--- src/rtl/output_slice_scheduler.sv ---
// ---------------------------------------------------------------------------
// output_slice_scheduler
//
// Purpose:
//   Serialises NUM_SLICES parallel slice streams into a single output stream.
//   Each picture line is made of slices_per_line slices. Every slice line is
//   ceil(slice_width/4) beats of 4 pixels x 3 components x 14 bits. The
//   slices are forwarded in order, slice 0 first, and the line counter
//   advances after the last slice. A single registered output stage gives
//   one cycle of latency and sustains one beat per cycle.
//
// Ports:
//   clk, rst_n        - clock (rising edge) and asynchronous active-low reset
//   sof               - start-of-frame pulse; latches the configuration and
//                       restarts the frame from any state
//   slice_width       - slice width in pixels
//   slices_per_line   - slices per line (0 is treated as 1, values above
//                       NUM_SLICES are treated as NUM_SLICES)
//   frame_height      - number of lines in the frame
//   in_valid/in_ready - per-slice input handshake
//   in_data_p         - per-slice beats, slice s at [s*168 +: 168]
//   out_valid/out_ready/out_data_p - output handshake and beat
//   out_sof/out_sol/out_eol/out_eof - frame/line markers, qualified by out_valid
//   stall_cnt         - present only with OUTPUT_SLICE_SCHEDULER_STALL_CNT_EN:
//                       saturating count of cycles with out_valid & ~out_ready
//
// Build option:
//   OUTPUT_SLICE_SCHEDULER_STALL_CNT_EN - adds the stall_cnt port and counter.
// ---------------------------------------------------------------------------
module output_slice_scheduler #(
    parameter int MAX_SLICE_WIDTH  = 2560,
    parameter int NUM_SLICES       = 4,
    parameter int MAX_FRAME_HEIGHT = 2160
) (
    input  logic                                  clk,
    input  logic                                  rst_n,
    input  logic                                  sof,
    input  logic [$clog2(MAX_SLICE_WIDTH)-1:0]    slice_width,
    input  logic [$clog2(NUM_SLICES):0]           slices_per_line,
    input  logic [$clog2(MAX_FRAME_HEIGHT):0]     frame_height,
    input  logic [NUM_SLICES-1:0]                 in_valid,
    input  logic [NUM_SLICES*4*3*14-1:0]          in_data_p,
    output logic [NUM_SLICES-1:0]                 in_ready,
    output logic                                  out_valid,
    output logic [167:0]                          out_data_p,
    input  logic                                  out_ready,
    output logic                                  out_sof,
    output logic                                  out_sol,
    output logic                                  out_eol,
    output logic                                  out_eof
`ifdef OUTPUT_SLICE_SCHEDULER_STALL_CNT_EN
    ,
    output logic [31:0]                           stall_cnt
`endif
);

    localparam int DW     = 4 * 3 * 14;
    localparam int SW_W   = $clog2(MAX_SLICE_WIDTH);
    localparam int BEAT_W = SW_W - 1;
    localparam int SPL_W  = $clog2(NUM_SLICES) + 1;
    localparam int FH_W   = $clog2(MAX_FRAME_HEIGHT) + 1;
    localparam int SEL_W  = (NUM_SLICES > 1) ? $clog2(NUM_SLICES) : 1;

    typedef enum logic [1:0] {
        IDLE   = 2'd0,
        ACTIVE = 2'd1,
        DONE   = 2'd2
    } state_t;

    state_t              state;
    logic [SEL_W-1:0]    sel;
    logic [BEAT_W-1:0]   beat_cnt;
    logic [FH_W-1:0]     line_cnt;

    // Latched configuration, stored as "last index" values so the end-of-slice,
    // end-of-line and end-of-frame tests are plain equality compares.
    logic [BEAT_W-1:0]   beat_last;
    logic [SEL_W-1:0]    sel_last;
    logic [FH_W-1:0]     line_last;

    logic [BEAT_W-1:0]   beat_last_next;
    logic [SEL_W-1:0]    sel_last_next;
    logic [FH_W-1:0]     line_last_next;
    logic [SW_W:0]       width_round;
    logic [BEAT_W-1:0]   beats_per_slice;
    logic [SPL_W-1:0]    spl_clamped;

    logic                take;
    logic                is_last_beat;
    logic                is_last_slice;
    logic                is_last_line;
    logic [DW-1:0]       sel_data;

    // Turn the raw configuration inputs into last-index values. A zero slice
    // width or zero frame height is treated as one beat / one line so the
    // counters always have a reachable end and the frame cannot hang.
    always_comb begin
        width_round     = {1'b0, slice_width} + (SW_W + 1)'(3);
        beats_per_slice = width_round[SW_W:2];
        beat_last_next  = (beats_per_slice == '0) ? '0 : beats_per_slice - BEAT_W'(1);

        spl_clamped = slices_per_line;
        if (slices_per_line == '0) begin
            spl_clamped = SPL_W'(1);
        end else if (slices_per_line > SPL_W'(NUM_SLICES)) begin
            spl_clamped = SPL_W'(NUM_SLICES);
        end
        sel_last_next = SEL_W'(spl_clamped - SPL_W'(1));

        line_last_next = (frame_height == '0) ? '0 : frame_height - FH_W'(1);
    end

    // The configuration and the data register carry no reset: they are
    // meaningless until the first sof, and out_data_p is only looked at
    // while out_valid is high.
    always_ff @(posedge clk) begin
        if (sof) begin
            beat_last <= beat_last_next;
            sel_last  <= sel_last_next;
            line_last <= line_last_next;
        end
        if (take) begin
            out_data_p <= sel_data;
        end
    end

    assign sel_data      = in_data_p[int'(sel)*DW +: DW];
    assign is_last_beat  = (beat_cnt == beat_last);
    assign is_last_slice = (sel == sel_last);
    assign is_last_line  = (line_cnt == line_last);

    // A beat is taken from the selected slice only when the output stage is
    // empty or draining this cycle. sof overrides any transfer, so a beat
    // offered in the sof cycle is dropped.
    assign take = (state == ACTIVE) && !sof && in_valid[sel] && (!out_valid || out_ready);

    always_comb begin
        in_ready = '0;
        if ((state == ACTIVE) && (!out_valid || out_ready)) begin
            in_ready[sel] = 1'b1;
        end
    end

    // Main sequencer: state, position counters and the registered output
    // flags. The flags are computed from the counters of the beat being
    // taken, so they travel with their beat through the output register.
    always_ff @(posedge clk or negedge rst_n) begin
        if (!rst_n) begin
            state     <= IDLE;
            out_valid <= 1'b0;
            out_sof   <= 1'b0;
            out_sol   <= 1'b0;
            out_eol   <= 1'b0;
            out_eof   <= 1'b0;
            sel       <= '0;
            beat_cnt  <= '0;
            line_cnt  <= '0;
        end else if (sof) begin
            state     <= ACTIVE;
            out_valid <= 1'b0;
            out_sof   <= 1'b0;
            out_sol   <= 1'b0;
            out_eol   <= 1'b0;
            out_eof   <= 1'b0;
            sel       <= '0;
            beat_cnt  <= '0;
            line_cnt  <= '0;
        end else if (take) begin
            out_valid <= 1'b1;
            out_sof   <= (line_cnt == '0) && (sel == '0) && (beat_cnt == '0);
            out_sol   <= (sel == '0) && (beat_cnt == '0);
            out_eol   <= is_last_beat && is_last_slice;
            out_eof   <= is_last_beat && is_last_slice && is_last_line;

            if (is_last_beat) begin
                beat_cnt <= '0;
                if (is_last_slice) begin
                    sel      <= '0;
                    line_cnt <= line_cnt + FH_W'(1);
                    if (is_last_line) begin
                        state <= DONE;
                    end
                end else begin
                    sel <= sel + SEL_W'(1);
                end
            end else begin
                beat_cnt <= beat_cnt + BEAT_W'(1);
            end
        end else if (out_ready) begin
            out_valid <= 1'b0;
            out_sof   <= 1'b0;
            out_sol   <= 1'b0;
            out_eol   <= 1'b0;
            out_eof   <= 1'b0;
        end
    end

`ifdef OUTPUT_SLICE_SCHEDULER_STALL_CNT_EN
    // Saturating back-pressure counter, restarted with every frame.
    always_ff @(posedge clk or negedge rst_n) begin
        if (!rst_n) begin
            stall_cnt <= '0;
        end else if (sof) begin
            stall_cnt <= '0;
        end else if (out_valid && !out_ready && (stall_cnt != 32'hFFFF_FFFF)) begin
            stall_cnt <= stall_cnt + 32'd1;
        end
    end
`endif

endmodule

--- config.mk ---
export PLATFORM = sky130hd
export DESIGN_NAME = output_slice_scheduler
export DESIGN_NICKNAME = d
export VERILOG_FILES = /design/src/rtl/output_slice_scheduler.sv
export SDC_FILE = /design/constraint.sdc
export NUM_CORES = 1
export LEC_CHECK = 0
export ABC_AREA = 1
export BUFFER_PORTS_ARGS = -buffer_cell sky130_fd_sc_hd__buf_2
export CAP_MARGIN = 20
export CELL_PAD_IN_SITES_DETAIL_PLACEMENT = 1
export CELL_PAD_IN_SITES_GLOBAL_PLACEMENT = 2
export CORE_AREA = 2 2 343 345
export CTS_BUF_LIST = sky130_fd_sc_hd__clkbuf_4 sky130_fd_sc_hd__clkbuf_8
export DETAILED_ROUTE_END_ITERATION = 10
export DIE_AREA = 0 0 345 347
export PLACE_DENSITY_LB_ADDON = 0.1
export SYNTH_ARGS = -nofsm -noshare
export SYNTH_HDL_FRONTEND = slang
export SYNTH_SLANG_ARGS = --single-unit
--- constraint.sdc ---
create_clock -name clk -period 9.81 [get_ports clk]
set_input_delay 1.4715 -clock clk [delete_from_list [all_inputs] [get_ports clk]]
set_output_delay 1.4715 -clock clk [all_outputs]
set_load 0.01 [all_outputs]
==> parameters.txt, run 1 <==
Parameter                              Value

Logic synthesis
  Share of the synthesized area in compound gates (AO/OA/AOI/OAI)    between 20% and 30%
  Post-synthesis area per instance    8.08 sq um
  Fraction of the mapped netlist area in adder cells    approximately 1.0%
  Main combinational cell family by area after synthesis    compound AO/OA/AOI/OAI gates
  Area share of the largest cell type after synthesis    42.7%
  Post-synth EDFFs    between 150 and 200
  Share of cell area taken by muxes after synthesis    0%
  Post-synth ARST share    approximately 15%
  Ys flop type    sky130_fd_sc_hd__edfxtp_1
  Yosys reg bits    ~230
  Share of the yosys chip area belonging to registers    between 40% and 50%
  Largest area contributor in the netlist    sky130_fd_sc_hd__edfxtp_1
  Synthesized instance count    roughly 1700
  Dominant cells by area after synthesis    sky130_fd_sc_hd__edfxtp_1, sky130_fd_sc_hd__o21ai_0, sky130_fd_sc_hd__nor2_1, sky130_fd_sc_hd__o22ai_1, sky130_fd_sc_hd__dfrtp_1
  Warnings from Yosys    0
  Post-Synthesis Net Count    around 2400
  Post-synthesis simple-gate area fraction    20.2%
  Fraction of synthesized cell area in xor and xnor cells    under 10%
  Post-Syn Area    13600 sq um
  Count of unique library cells instantiated by Yosys    39

Worst setup path
  Class of the most critical setup path    flip-flop to output port
  Slowest CP cell    sky130_fd_sc_hd__dfrtp_4
  Cell family with the largest share of critical-path delay    buffers and inverters
  Combined buffer and inverter count along the critical path    4
  Setup crit end kind    output port
  Worst Setup Start Kind    flip-flop
  Data arrival time of the worst path    about 3.2 ns
  CP Data Required Time    approximately 8.3 ns
  Largest fanout on the critical path    between 100 and 150
  Worst path max stage delay    just over 0.7 ns
  Cells traversed along the worst timing path    inv_8, buf_4, ha_1, inv_1, nor2_1, buf_2

STA
  Worst rel slew slack    around a third
  Crit path time final    4.68 ns
  Setup repair after global routing missed its margin    no
  Measured slew at the worst slew-check pin    roughly 0.99 ns
  Final cycle utilization of the critical path    approximately 48%
  Top achievable clock speed    about 0.21 GHz
  Final Hold Viols    0
  Worst Skew    approximately 0.034 ns
  Setup_tns    0 ns
  Setup violation total in the final timing report    0
  Final slew viol count    0

GRT
  Total congestion overflow after global routing    0
  Most Crowded Layer GR    met2
  Antenna violations before repair    between 60 and 70
  Grt met1 use    between 10% and 20%
  All-layer global routing usage    between 10% and 20%
  Met2 Usage GRT    between 20% and 30%
  Pin count of the biggest net entering global routing    106
  Wire length of the first global-routing pass    between 100000 and 150000 um
  Global-route track usage on met3    approximately 4.5%
  Number of global-route vias before repair    approximately 17000

Route
  Routed via count    between 15000 and 20000
  Antenna Violating Nets Remaining    0
  Initial DRC count    810
  Detailed Route WL    around 100000 um
  Number of detailed-routing iterations run before antenna repair    5
  Drt wl/cell    roughly 25 um
  DRC errors left    0
  Average vias per placed instance    slightly below 4

Finish
  Layout cells sized above 1    between 30% and 40%
  Total Nets Final    between 3000 and 4000
  Post-route standard cell area excluding fillers    20600 sq um
  Final core occ    between 15 and 20%
  Area growth syn-to-layout    51.3%
  Fill count    between 10000 and 15000
  Final non-filler cell total    4101

Die
  Die width    about 350 um
  Die extent in y    between 300 and 400 um
  Count of boundary I/O pins    885
  Initial standard-cell utilization of the core    a little under an eighth
  Count of standard-cell rows    125
  DIE AREA    roughly 120000 sq um
  Core box area    around 120000 sq um

CTS
  Worst-skew pair later-pin latency    around 0.69 ns
  Number of clock sinks    between 200 and 250
  Post-CTS setup buffers    0
  Cts bufs inserted    53
  CTS hold repair buffers    0
  Total number of H-tree levels    2
  Clock tree root buffer cell    sky130_fd_sc_hd__clkbuf_8
  Clock transition at the register clock pins on the worst setup and hold paths after CTS    0.06 ns
  Clock buffer depth    3
  CTS tree    yes
  Number of cells upsized or downsized after cts    0

Placement
  Number of placed cells counting well taps    roughly 4000
  IO buf count    approximately 900
  Routability congestion estimate from global placement    ~0.86
  Estimated wirelength of the detail-placed design    80700 um
  Total cell area at the placement stage    approximately 20000 sq um

Power
  Maximum vdd drop    approximately 0.000083 V
  Overall power after layout    about 3.7 mW
  Pwr/cell area    between 150 and 200 nW/um^2
  Static leakage    just under 9 nW

Outcome
  Status    finished, final reports clean

Job
  Max-capacitance violation count    0

Min path
  Type of the tightest min-delay check    flip-flop to flip-flop
==> layer usage <==
metal  vias to the layer above  wire [um]
met5                         -        233
met4                        36       2450
met3                       180       6440
met2                       606      52100
met1                      7878      39800
li1                       7604          -
==> cell families (layout without fill, tap and decap cells) <==
kind of cell | Yosys count | count (layout)
other | 0 | 19
buffers and inverters | 203 | 1073
adder cells (fa/ha/maj) | 11 | 11
AO/OA/AOI/OAI | 544 | 544
flip-flops | 227 | 227
XOR/XNOR | 34 | 34
AND/OR/NAND/NOR | 669 | 669
==> per-stage QoR <==
stage               hold slack, ns  setup WS [ns]
detailed placement           0.469           5.32
global placement             0.458           5.37
global route                 0.506           4.80
CTS                          0.483           4.88
finish                       0.483           5.13
floorplan                    0.442           2.86
==> layout by cell type (no fill, tap or decap), types with 4 or more instances in the layout <==
| cell | Yosys | layout |
|---|---|---|
| sky130_fd_sc_hd__buf_2 | 14 | 884 |
| sky130_fd_sc_hd__nand4_1 | 7 | 7 |
| sky130_fd_sc_hd__nand2_2 | 8 | 8 |
| sky130_fd_sc_hd__nor2_2 | 5 | 4 |
| sky130_fd_sc_hd__dfrtp_1 | 33 | 31 |
| sky130_fd_sc_hd__clkinv_1 | 0 | 18 |
| sky130_fd_sc_hd__nand3_2 | 6 | 6 |
| sky130_fd_sc_hd__clkbuf_4 | 0 | 14 |
| sky130_fd_sc_hd__clkbuf_8 | 0 | 53 |
| sky130_fd_sc_hd__nand3_1 | 40 | 40 |
| sky130_fd_sc_hd__a21oi_1 | 10 | 10 |
| sky130_fd_sc_hd__o21ai_2 | 7 | 7 |
| sky130_fd_sc_hd__diode_2 | 0 | 19 |
| sky130_fd_sc_hd__xnor2_1 | 19 | 19 |
| sky130_fd_sc_hd__xor2_1 | 15 | 15 |
| sky130_fd_sc_hd__edfxtp_1 | 194 | 194 |
| sky130_fd_sc_hd__buf_4 | 3 | 18 |
| sky130_fd_sc_hd__o21ai_1 | 7 | 7 |
| sky130_fd_sc_hd__or2_2 | 5 | 5 |
| sky130_fd_sc_hd__nor2_1 | 410 | 410 |
| sky130_fd_sc_hd__o21ai_0 | 348 | 348 |
| sky130_fd_sc_hd__nand2_1 | 158 | 158 |
| sky130_fd_sc_hd__ha_1 | 11 | 11 |
| sky130_fd_sc_hd__clkinv_2 | 0 | 5 |
| sky130_fd_sc_hd__nor3_1 | 16 | 16 |
| sky130_fd_sc_hd__inv_1 | 74 | 74 |
| sky130_fd_sc_hd__o22ai_1 | 168 | 168 |
==> synth_stat cells (2+ instances only) <==
master,instances
sky130_fd_sc_hd__ha_1,11
sky130_fd_sc_hd__nor2_2,5
sky130_fd_sc_hd__clkbuf_2,3
sky130_fd_sc_hd__nand4_1,7
sky130_fd_sc_hd__xor2_1,15
sky130_fd_sc_hd__or2_1,2
sky130_fd_sc_hd__nand2_1,158
sky130_fd_sc_hd__buf_1,7
sky130_fd_sc_hd__o21ai_2,7
sky130_fd_sc_hd__edfxtp_1,194
sky130_fd_sc_hd__or2_2,5
sky130_fd_sc_hd__buf_6,4
sky130_fd_sc_hd__clkbuf_1,93
sky130_fd_sc_hd__o22ai_1,168
sky130_fd_sc_hd__a21oi_1,10
sky130_fd_sc_hd__inv_1,74
sky130_fd_sc_hd__buf_4,3
sky130_fd_sc_hd__inv_2,5
sky130_fd_sc_hd__xnor2_1,19
sky130_fd_sc_hd__nand3_2,6
sky130_fd_sc_hd__dfrtp_1,33
sky130_fd_sc_hd__nor2_1,410
sky130_fd_sc_hd__nor3_2,3
sky130_fd_sc_hd__buf_2,14
sky130_fd_sc_hd__nor3_1,16
sky130_fd_sc_hd__nand3_1,40
sky130_fd_sc_hd__nor2_4,2
sky130_fd_sc_hd__o21ai_1,7
sky130_fd_sc_hd__nor4_1,3
sky130_fd_sc_hd__o21ai_0,348
sky130_fd_sc_hd__nand2_2,8
==> final cells by class <==
class,instances,area [sq um],area share [%]
Sequential cell,227,6660,32.3
Tap cell,1524,1910,9.24
Timing Repair Buffer,902,4560,22.1
Multi-Input combinational cell,1258,6170,29.9
Inverter,79,309,1.50
Clock inverter,25,153,0.740
Clock buffer,67,835,4.04
Antenna cell,19,47.5,0.230
==> worst min-delay path, stage by stage, from the launching register on <==
cell	delay, ns
sky130_fd_sc_hd__dfrtp_1	0.34
sky130_fd_sc_hd__nand2_1	0.05
sky130_fd_sc_hd__nand2_1	0.05
==> worst paths after layout <==
kind / to / slack [ns] / depth (start not counted) / startpoint
worst min register to register: state[1]$_DFFE_PN0P_ / 0.48 / 2 / state[1]$_DFFE_PN0P_
max in group asynchronous: sel[1]$_DFFE_PN0P_ / 8.24 / 1 / rst_n
min in group asynchronous: line_cnt[9]$_DFFE_PN0P_ / 0.90 / 1 / rst_n
worst min-delay path: state[1]$_DFFE_PN0P_ / 0.48 / 2 / state[1]$_DFFE_PN0P_
worst max register to register: out_data_p[116]$_DFFE_PP_ / 5.85 / 8 / sel[0]$_DFFE_PN0P_
worst max-delay path: in_ready[0] / 5.13 / 6 / sel[0]$_DFFE_PN0P_
==> flip-flops by register name (all words and copies together), names as in the netlist <==
register / flops
out_eol: 1
line_last: 13
beat_cnt: 11
beat_last: 11
out_sof: 1
out_valid: 1
sel: 2
sel_last: 2
out_sol: 1
out_data_p: 168
out_eof: 1
state: 2
line_cnt: 13
==> report_power, final <==
group	switching [mW]	internal, mW	total [mW]	leakage, nW
logic	0.822	0.383	1.21	6.12
registers	0.0719	1.27	1.34	2.26
clock network	0.517	0.601	1.12	0.522
Power figures use the tool's default switching activity.
==> run 2, diff against run 1 <==
--- a/config.mk
+++ b/config.mk
@@ -5,15 +5,15 @@
 export SDC_FILE = /design/constraint.sdc
 export NUM_CORES = 1
 export LEC_CHECK = 0
-export ABC_AREA = 1
+export ABC_AREA = 0
 export BUFFER_PORTS_ARGS = -buffer_cell sky130_fd_sc_hd__buf_2
 export CAP_MARGIN = 20
 export CELL_PAD_IN_SITES_DETAIL_PLACEMENT = 1
 export CELL_PAD_IN_SITES_GLOBAL_PLACEMENT = 2
-export CORE_AREA = 2 2 343 345
+export CORE_AREA = 2 2 346 348
 export CTS_BUF_LIST = sky130_fd_sc_hd__clkbuf_4 sky130_fd_sc_hd__clkbuf_8
 export DETAILED_ROUTE_END_ITERATION = 10
-export DIE_AREA = 0 0 345 347
+export DIE_AREA = 0 0 348 350
 export PLACE_DENSITY_LB_ADDON = 0.1
 export SYNTH_ARGS = -nofsm -noshare
 export SYNTH_HDL_FRONTEND = slang
==> constraint.sdc (replaced) <==
create_clock -name clk -period 4.6 [get_ports clk]
set_input_delay 0.69 -clock clk [delete_from_list [all_inputs] [get_ports clk]]
set_output_delay 0.69 -clock clk [all_outputs]
set_load 0.01 [all_outputs]
==> parameters.txt, run 2 <==
Parameter                              Value

Logic synthesis
  Largest area contributor in the netlist    sky130_fd_sc_hd__edfxtp_1
  Ys flop type    sky130_fd_sc_hd__edfxtp_1
  Most repeated cell in the gate-level netlist after synthesis    sky130_fd_sc_hd__edfxtp_1
  Post-synthesis area per instance    16.7 sq um (+110%)
  Post-Syn Area    12600 sq um (-7.7%)
  Count of unique library cells instantiated by Yosys    43 (+10%)
  Area share of the largest cell type after synthesis    46.3% (+3.6 points)
  Yosys reg bits    227 (unchanged)
  Post-synth ARST share    14.5% (unchanged)
  Post-Synthesis Net Count    1474 (-39%)
  Share of the yosys chip area belonging to registers    52.9% (+4.1 points)
  Synthesized instance count    755 (-55%)
  Post-synth EDFFs    194 (unchanged)
  Warnings from Yosys    0 (unchanged)
  Dominant cells by area after synthesis    sky130_fd_sc_hd__edfxtp_1, sky130_fd_sc_hd__mux4_2, sky130_fd_sc_hd__dfrtp_1, sky130_fd_sc_hd__xor2_1, sky130_fd_sc_hd__nor2_1
  Leading post-synthesis cells by instance count    sky130_fd_sc_hd__edfxtp_1, sky130_fd_sc_hd__mux4_2, sky130_fd_sc_hd__nor2_1, sky130_fd_sc_hd__dfrtp_1, sky130_fd_sc_hd__clkbuf_1

Route
  Number of detailed-routing iterations run before antenna repair    5 (unchanged)
  Antenna Violating Nets Remaining    0 (unchanged)
  Initial DRC count    675 (-17%)
  Average vias per placed instance    3.72 (-6.4%)
  Drt wl/cell    30.2 um (+22%)
  Routed via count    12061 (-26%)
  DRC errors left    0 (unchanged)
  Detailed Route WL    97900 um (-3.2%)

Power
  Clock share of power    41.4% (+11 points)
  Internal portion of total power    3.95 mW (+76%)
  Maximum vdd drop    0.000141 V (+70%)
  Register share of total power    44.3% (+7.8 points)
  Power spent charging and discharging nets    1.53 mW (+8.3%)
  Proportion of power drawn by combinational gates    14.3% (-19 points)
  Sw Ratio    27.9% (-11 points)
  Pwr/cell area    276 nW/um^2 (+55%)
  Static leakage    7.85 nW (-12%)

STA
  Final cycle utilization of the critical path    between 70% and 80%
  Setup repair after global routing missed its margin    no
  Crit path time final    3.60 ns
  Worst rel slew slack    32.5% (-1.3 points)
  Top achievable clock speed    between 0.2 and 0.3 GHz
  Final Hold Viols    0 (unchanged)
  Worst Skew    0.0328 ns (-0.00138 ns)
  Setup violation total in the final timing report    0 (unchanged)
  Measured slew at the worst slew-check pin    1.01 ns (+0.0199 ns)
  Setup_tns    0 ns (unchanged)
  Final slew viol count    0 (unchanged)
  Worst hold margin    0.190 ns (-0.293 ns)

Job
  Max-capacitance violation count    0 (unchanged)

Die
  Core box area    118000 sq um (+1.8%)
  Die extent in y    350 um (+0.86%)
  Count of boundary I/O pins    885 (unchanged)
  Initial standard-cell utilization of the core    10.7% (-1.1 points)
  Count of standard-cell rows    126 (+0.80%)
  DIE AREA    122000 sq um (+1.7%)
  Die width    348 um (+0.87%)

Worst setup path
  Worst Reg-to-Reg Cells    5 (-3)
  Beginning of the worst register-to-register path    sel[0]$_DFFE_PN0P_
  Largest fanout on the critical path    91 (-13%)
  Slowest CP cell    sky130_fd_sc_hd__dfrtp_4
  Worst Setup Start Kind    flip-flop
  Setup crit end kind    output port
  Endpoint of the most critical register-to-register path    out_data_p[27]$_DFFE_PP_
  Setup slack of the worst register-to-register path    1.53 ns (-4.32 ns)
  CP Data Required Time    3.91 ns (-4.43 ns)
  Data arrival time of the worst path    2.91 ns (-0.29 ns)
  Worst path max stage delay    0.69 ns (-0.02 ns)
  Class of the most critical setup path    flip-flop to output port
  Cells traversed along the worst timing path    buf_12, ha_1, and3_1, buf_2

Finish
  Most common library cell in the layout ignoring fill and taps    sky130_fd_sc_hd__buf_2
  Max FFs per register    168 (unchanged)
  Most used cells in the layout excluding fill and tap cells    sky130_fd_sc_hd__buf_2, sky130_fd_sc_hd__edfxtp_1, sky130_fd_sc_hd__mux4_2, sky130_fd_sc_hd__clkbuf_8, sky130_fd_sc_hd__nor2_1
  Registers with the most flip-flops    out_data_p (168), line_cnt (13), line_last (13)
  Total Nets Final    2374 (-27%)
  Register containing the most flip-flops in the final layout    out_data_p
  Area growth syn-to-layout    58.1%
  Layout cells sized above 1    68.5% (+29 points)

Placement
  Routability congestion estimate from global placement    0.859 (about the same)
  IO buf count    884 (unchanged)
  Estimated wirelength of the detail-placed design    82500 um (+2.2%)

CTS
  Cts bufs inserted    51 (-3.8%)
  Number of cells upsized or downsized after cts    0 (unchanged)
  Number of clock sinks    227 (unchanged)
  Clock buffer depth    3 (unchanged)
  Clock transition at the register clock pins on the worst setup and hold paths after CTS    0.06 ns (about the same)
  CTS hold repair buffers    0 (unchanged)
  Clock tree root buffer cell    sky130_fd_sc_hd__clkbuf_8
  CTS tree    yes
  Worst-skew pair later-pin latency    0.67 ns (-0.02 ns)
  Total number of H-tree levels    2 (unchanged)
  Post-CTS setup buffers    0 (unchanged)

GRT
  Number of global-route vias before repair    12397 (-28%)
  Wire length of the first global-routing pass    124000 um (-11%)
  Antenna violations before repair    64 (+4.9%)
  All-layer global routing usage    15.4% (-0.91 points)
  Pin count of the biggest net entering global routing    92 (-13%)
  Total congestion overflow after global routing    0 (unchanged)

Outcome
  Status    finished, final reports clean

Min path
  Type of the tightest min-delay check    primary input to async pin
-- run 2: cell count changes after synthesis, sizes merged, moves of 18 or more --
cell | previous run | this run
nor2 | 418 | 39
o21ai | 362 | 13
mux4 | 0 | 169
o22ai | 168 | 2
nand2 | 167 | 26
inv | 79 | 13
clkbuf | 96 | 31
nand3 | 46 | 17
a21oi | 10 | 28
-- run 2: per-layer routing --
layer,up-vias,part of all wire [%],global-route usage [%]
met3,130,7.6,3.83
li1,5004,-,-
met1,6273,43,20.7
met5,-,0.054,0
met4,8,1.7,2.69
met2,646,47,25.1
-- run 2: through the flow --
step | setup slack, ns | power (mW) | cells | utilization [%] | cell area [sq um]
final | 1.00 | 5.48 | 3242 | 16.9 | 19900
after global routing | 0.736 | 5.77 | 3227 | 16.9 | 19900
after CTS | 0.797 | 5.67 | 3225 | 16.9 | 19900
after detailed placement | 1.55 | 3.26 | 3138 | 16.1 | 18900
after global placement | 1.54 | 3.27 | 3138 | 16.1 | 18900
after floorplan | 0.299 | 2.66 | 755 | - | 12600
-- run 2: cell type report --
class | instances | area, sq um
diodes | 17 | 42.5
clock buffers | 72 | 872
clock inverters | 15 | 68.8
fillers | 13543 | 97900
inverters | 13 | 48.8
multi-input cells | 458 | 5640
flip-flops and latches | 227 | 6660
well taps | 1536 | 1920
repair buffers | 904 | 4650
-- run 2: cell families (layout without fill, tap and decap cells) --
| logic type | count (synthesis) | in the layout | synth area share [%] |
|---|---|---|---|
| flip-flops | 227 | 227 | 52.9 |
| adder cells (fa/ha/maj) | 11 | 11 | 1.09 |
| XOR/XNOR | 44 | 44 | 3.06 |
| buffers and inverters | 70 | 1004 | 2.40 |
| AND/OR/NAND/NOR | 165 | 165 | 6.98 |
| multiplexers | 171 | 171 | 30.4 |
| AO/OA/AOI/OAI | 67 | 67 | 3.19 |
| other | 0 | 17 | 0 |
-- run 2: how the worst max path moves through the flow --
stage / start / endpoint / cells after the start
2_1_floorplan: out_ready / out_data_p[0]$_DFFE_PP_ / 5
3_3_place_gp: sel[0]$_DFFE_PN0P_ / out_data_p[30]$_DFFE_PP_ / 5
3_5_place_dp: sel[0]$_DFFE_PN0P_ / out_data_p[30]$_DFFE_PP_ / 5
4_1_cts: sel[0]$_DFFE_PN0P_ / in_ready[1] / 4
5_1_grt: sel[0]$_DFFE_PN0P_ / in_ready[1] / 4
6_report: sel[0]$_DFFE_PN0P_ / in_ready[1] / 4
-- run 2: power by group through the flow --
| stage | registers, mW | clock network (mW) | logic [mW] |
|---|---|---|---|
| finish | 2.43 | 2.27 | 0.782 |
| global route | 2.44 | 2.49 | 0.845 |
| CTS | 2.43 | 2.43 | 0.805 |
| detailed placement | 2.47 | 0 | 0.796 |
| global placement | 2.47 | 0 | 0.794 |
| floorplan | 2.46 | 0 | 0.207 |
-- run 2: critical path: cells and delay by family, from the launching register on --
kind / cells / cell delay (ns)
fa+ha+maj: 1 / 0.25
buf+inv: 2 / 0.81
flops: 1 / 0.69
simple gates: 1 / 0.44
==> run 3, diff against run 2 <==
==> constraint.sdc (replaced) <==
create_clock -name clk -period 3.4 [get_ports clk]
set_input_delay 0.51 -clock clk [delete_from_list [all_inputs] [get_ports clk]]
set_output_delay 0.51 -clock clk [all_outputs]
set_load 0.01 [all_outputs]
==> parameters.txt, run 3 (same netlist as run 2, synthesis figures left out) <==
Parameter                              Value

GRT
  All-layer global routing usage    14.7% (-0.63 points)
  Wire length of the first global-routing pass    120000 um (-3.3%)
  Pin count of the biggest net entering global routing    99 (+7.6%)
  Number of global-route vias before repair    12522 (+1.0%)
  Antenna violations before repair    70 (+9.4%)
  Total congestion overflow after global routing    0 (unchanged)

Worst setup path
  Class of the most critical setup path    flip-flop to output port
  Slowest CP cell    sky130_fd_sc_hd__dfrtp_4
  Worst Setup Start Kind    flip-flop
  Data arrival time of the worst path    2.26 ns (-0.65 ns)
  Largest fanout on the critical path    15 (-84%)
  Setup slack of the worst register-to-register path    0.93 ns (-0.60 ns)
  Worst Reg-to-Reg Cells    4 (-1)
  CP Data Required Time    2.89 ns (-1.02 ns)
  Setup crit end kind    output port
  Endpoint of the most critical register-to-register path    out_data_p[16]$_DFFE_PP_
  CP startpoint    sel[0]$_DFFE_PN0P_
  Cells traversed along the worst timing path    buf_4, inv_1, ha_1, and3_1, buf_2
  Combined buffer and inverter count along the critical path    3 (+1)
  Beginning of the worst register-to-register path    sel[0]$_DFFE_PN0P_
  Cell family with the largest share of critical-path delay    buffers and inverters
  Worst path max stage delay    0.49 ns (-0.20 ns)

CTS
  Worst-skew pair later-pin latency    0.72 ns (+0.05 ns)
  Post-CTS setup buffers    0 (unchanged)
  Clock buffer depth    3 (unchanged)
  Total number of H-tree levels    2 (unchanged)
  Number of clock sinks    227 (unchanged)
  Clock transition at the register clock pins on the worst setup and hold paths after CTS    0.05 ns (about the same)
  Clock tree root buffer cell    sky130_fd_sc_hd__clkbuf_8
  Cts bufs inserted    54 (+5.9%)
  CTS tree    yes

Placement
  Estimated wirelength of the detail-placed design    78200 um (-5.2%)
  Worst-case setup slack after placement    0.654 ns (-0.891 ns)
  IO buf count    884 (unchanged)
  Routability congestion estimate from global placement    0.812 (-5.5%)

Power
  Proportion of power drawn by combinational gates    13.3% (-1.0 points)
  Maximum vdd drop    0.000250 V (+77%)
  Overall power after layout    7.89 mW (+44%)
  Power spent charging and discharging nets    2.17 mW (+42%)
  Register share of total power    41.2% (-3.1 points)
  Clock share of power    45.5% (+4.1 points)
  Internal portion of total power    5.72 mW (+45%)
  Static leakage    7.92 nW (+0.88%)
  Sw Ratio    27.5% (-0.36 points)
  Pwr/cell area    393 nW/um^2 (+43%)

STA
  Final slew viol count    0 (unchanged)
  Final cycle utilization of the critical path    about four fifths
  Setup_tns    0 ns (unchanged)
  Crit path setup slack, layout    0.632 ns (-0.372 ns)
  Worst Skew    0.0685 ns (+0.0357 ns)
  Top achievable clock speed    between 0.3 and 0.4 GHz
  Worst rel slew slack    39.2% (+6.7 points)
  Crit path time final    ~2.8 ns
  Setup violation total in the final timing report    0 (unchanged)
  Setup repair after global routing missed its margin    no
  Final Hold Viols    0 (unchanged)
  Measured slew at the worst slew-check pin    0.913 ns (-0.100 ns)

Min path
  Type of the tightest min-delay check    primary input to flip-flop
  Hold path depth    2
  Hold Startpoint    frame_height[12]
  Capture endpoint of the worst hold path    line_last[12]$_SDFFCE_PN0P_

Die
  Count of boundary I/O pins    885 (unchanged)
  Initial standard-cell utilization of the core    10.7% (unchanged)
  Die width    348 um (unchanged)
  DIE AREA    122000 sq um (unchanged)
  Count of standard-cell rows    126 (unchanged)
  Core box area    118000 sq um (unchanged)
  Die extent in y    350 um (unchanged)

Finish
  Layout cells sized above 1    68.5% (about the same)
  Area growth syn-to-layout    59.3%
  Most used cells in the layout excluding fill and tap cells    sky130_fd_sc_hd__buf_2, sky130_fd_sc_hd__edfxtp_1, sky130_fd_sc_hd__mux4_2, sky130_fd_sc_hd__clkbuf_8, sky130_fd_sc_hd__nor2_1
  Registers with the most flip-flops    out_data_p (168), line_cnt (13), line_last (13)
  Register containing the most flip-flops in the final layout    out_data_p
  Max FFs per register    168 (unchanged)
  Total Nets Final    2370 (-0.17%)
  Most common library cell in the layout ignoring fill and taps    sky130_fd_sc_hd__buf_2

Route
  Average vias per placed instance    3.66 (-1.6%)
  Drt wl/cell    28.9 um (-4.1%)
  DRC errors left    0 (unchanged)
  Antenna Violating Nets Remaining    0 (unchanged)
  Initial DRC count    625 (-7.4%)
  Number of detailed-routing iterations run before antenna repair    4 (-1)
  Detailed Route WL    93800 um (-4.1%)
  Routed via count    11870 (-1.6%)

Outcome
  Status    finished, final reports clean

Job
  Max-capacitance violation count    0 (unchanged)
## run 3: cell types whose count changed in the layout (fill, tap and decap cells not counted), sizes merged
cell	change
diode	-5
bufinv	+4
dlygate4sd3	+1
inv	-1
buf	-8
clkinv	+10
clkbuf	+1
clkinvlp	-1
## run 3: per-stage QoR
stage	instance area [sq um]	hold WS, ns	instances	utilization (%)
2_1_floorplan	12600	0.214	755	-
3_3_place_gp	18900	0.485	3130	16.0
3_5_place_dp	18900	0.494	3130	16.0
4_1_cts	20000	0.0498	3231	17.0
5_1_grt	20000	0.104	3233	17.0
6_report	20100	0.145	3243	17.0
## run 3: per-layer routing
layer  part of all wire [%]  GRT usage [%]  up-vias  wire length (um)
li1                       -              -     4998                 -
met1                     39           17.3     6074             36700
met2                     50           25.6      607             46800
met3                    8.1           5.05      163              7590
met4                    2.7           3.69       28              2490
met5                   0.19              0        -               177
## run 3: timing repair
item                                   4_1_cts  5_1_grt
gates resized for setup                      0        0
endpoints found under the hold margin       33        0
setup endpoints to repair                    0        0
hold buffers                                 1        0
## run 3: layout make-up
type | count | area [sq um]
multi-input cells | 458 | 5650
diodes | 12 | 30.0
well taps | 1536 | 1920
clock buffers | 73 | 886
repair buffers | 897 | 4600
inverters | 13 | 48.8
fillers | 13496 | 97700
clock inverters | 27 | 254
flip-flops and latches | 227 | 6660
## run 3: power groups by stage
| stage | Sequential [mW] | Combinational [mW] | Clock, mW |
|---|---|---|---|
| after floorplan | 3.33 | 0.282 | 0 |
| after global placement | 3.31 | 1.08 | 0 |
| after detailed placement | 3.31 | 1.07 | 0 |
| after CTS | 3.25 | 1.09 | 3.80 |
| after global routing | 3.26 | 1.14 | 3.89 |
| final | 3.25 | 1.05 | 3.59 |
## run 3: worst max path at each step
stage                                      end  slack (ns)  cells past startpoint
global placement    beat_last[8]$_SDFFCE_PN0P_        0.60                      8
floorplan              out_data_p[0]$_DFFE_PP_       -0.72                      5
CTS                                in_ready[0]        0.45                      5
detailed placement  beat_last[8]$_SDFFCE_PN0P_        0.65                      8
global route                       in_ready[0]        0.47                      5
finish                             in_ready[0]        0.63                      5
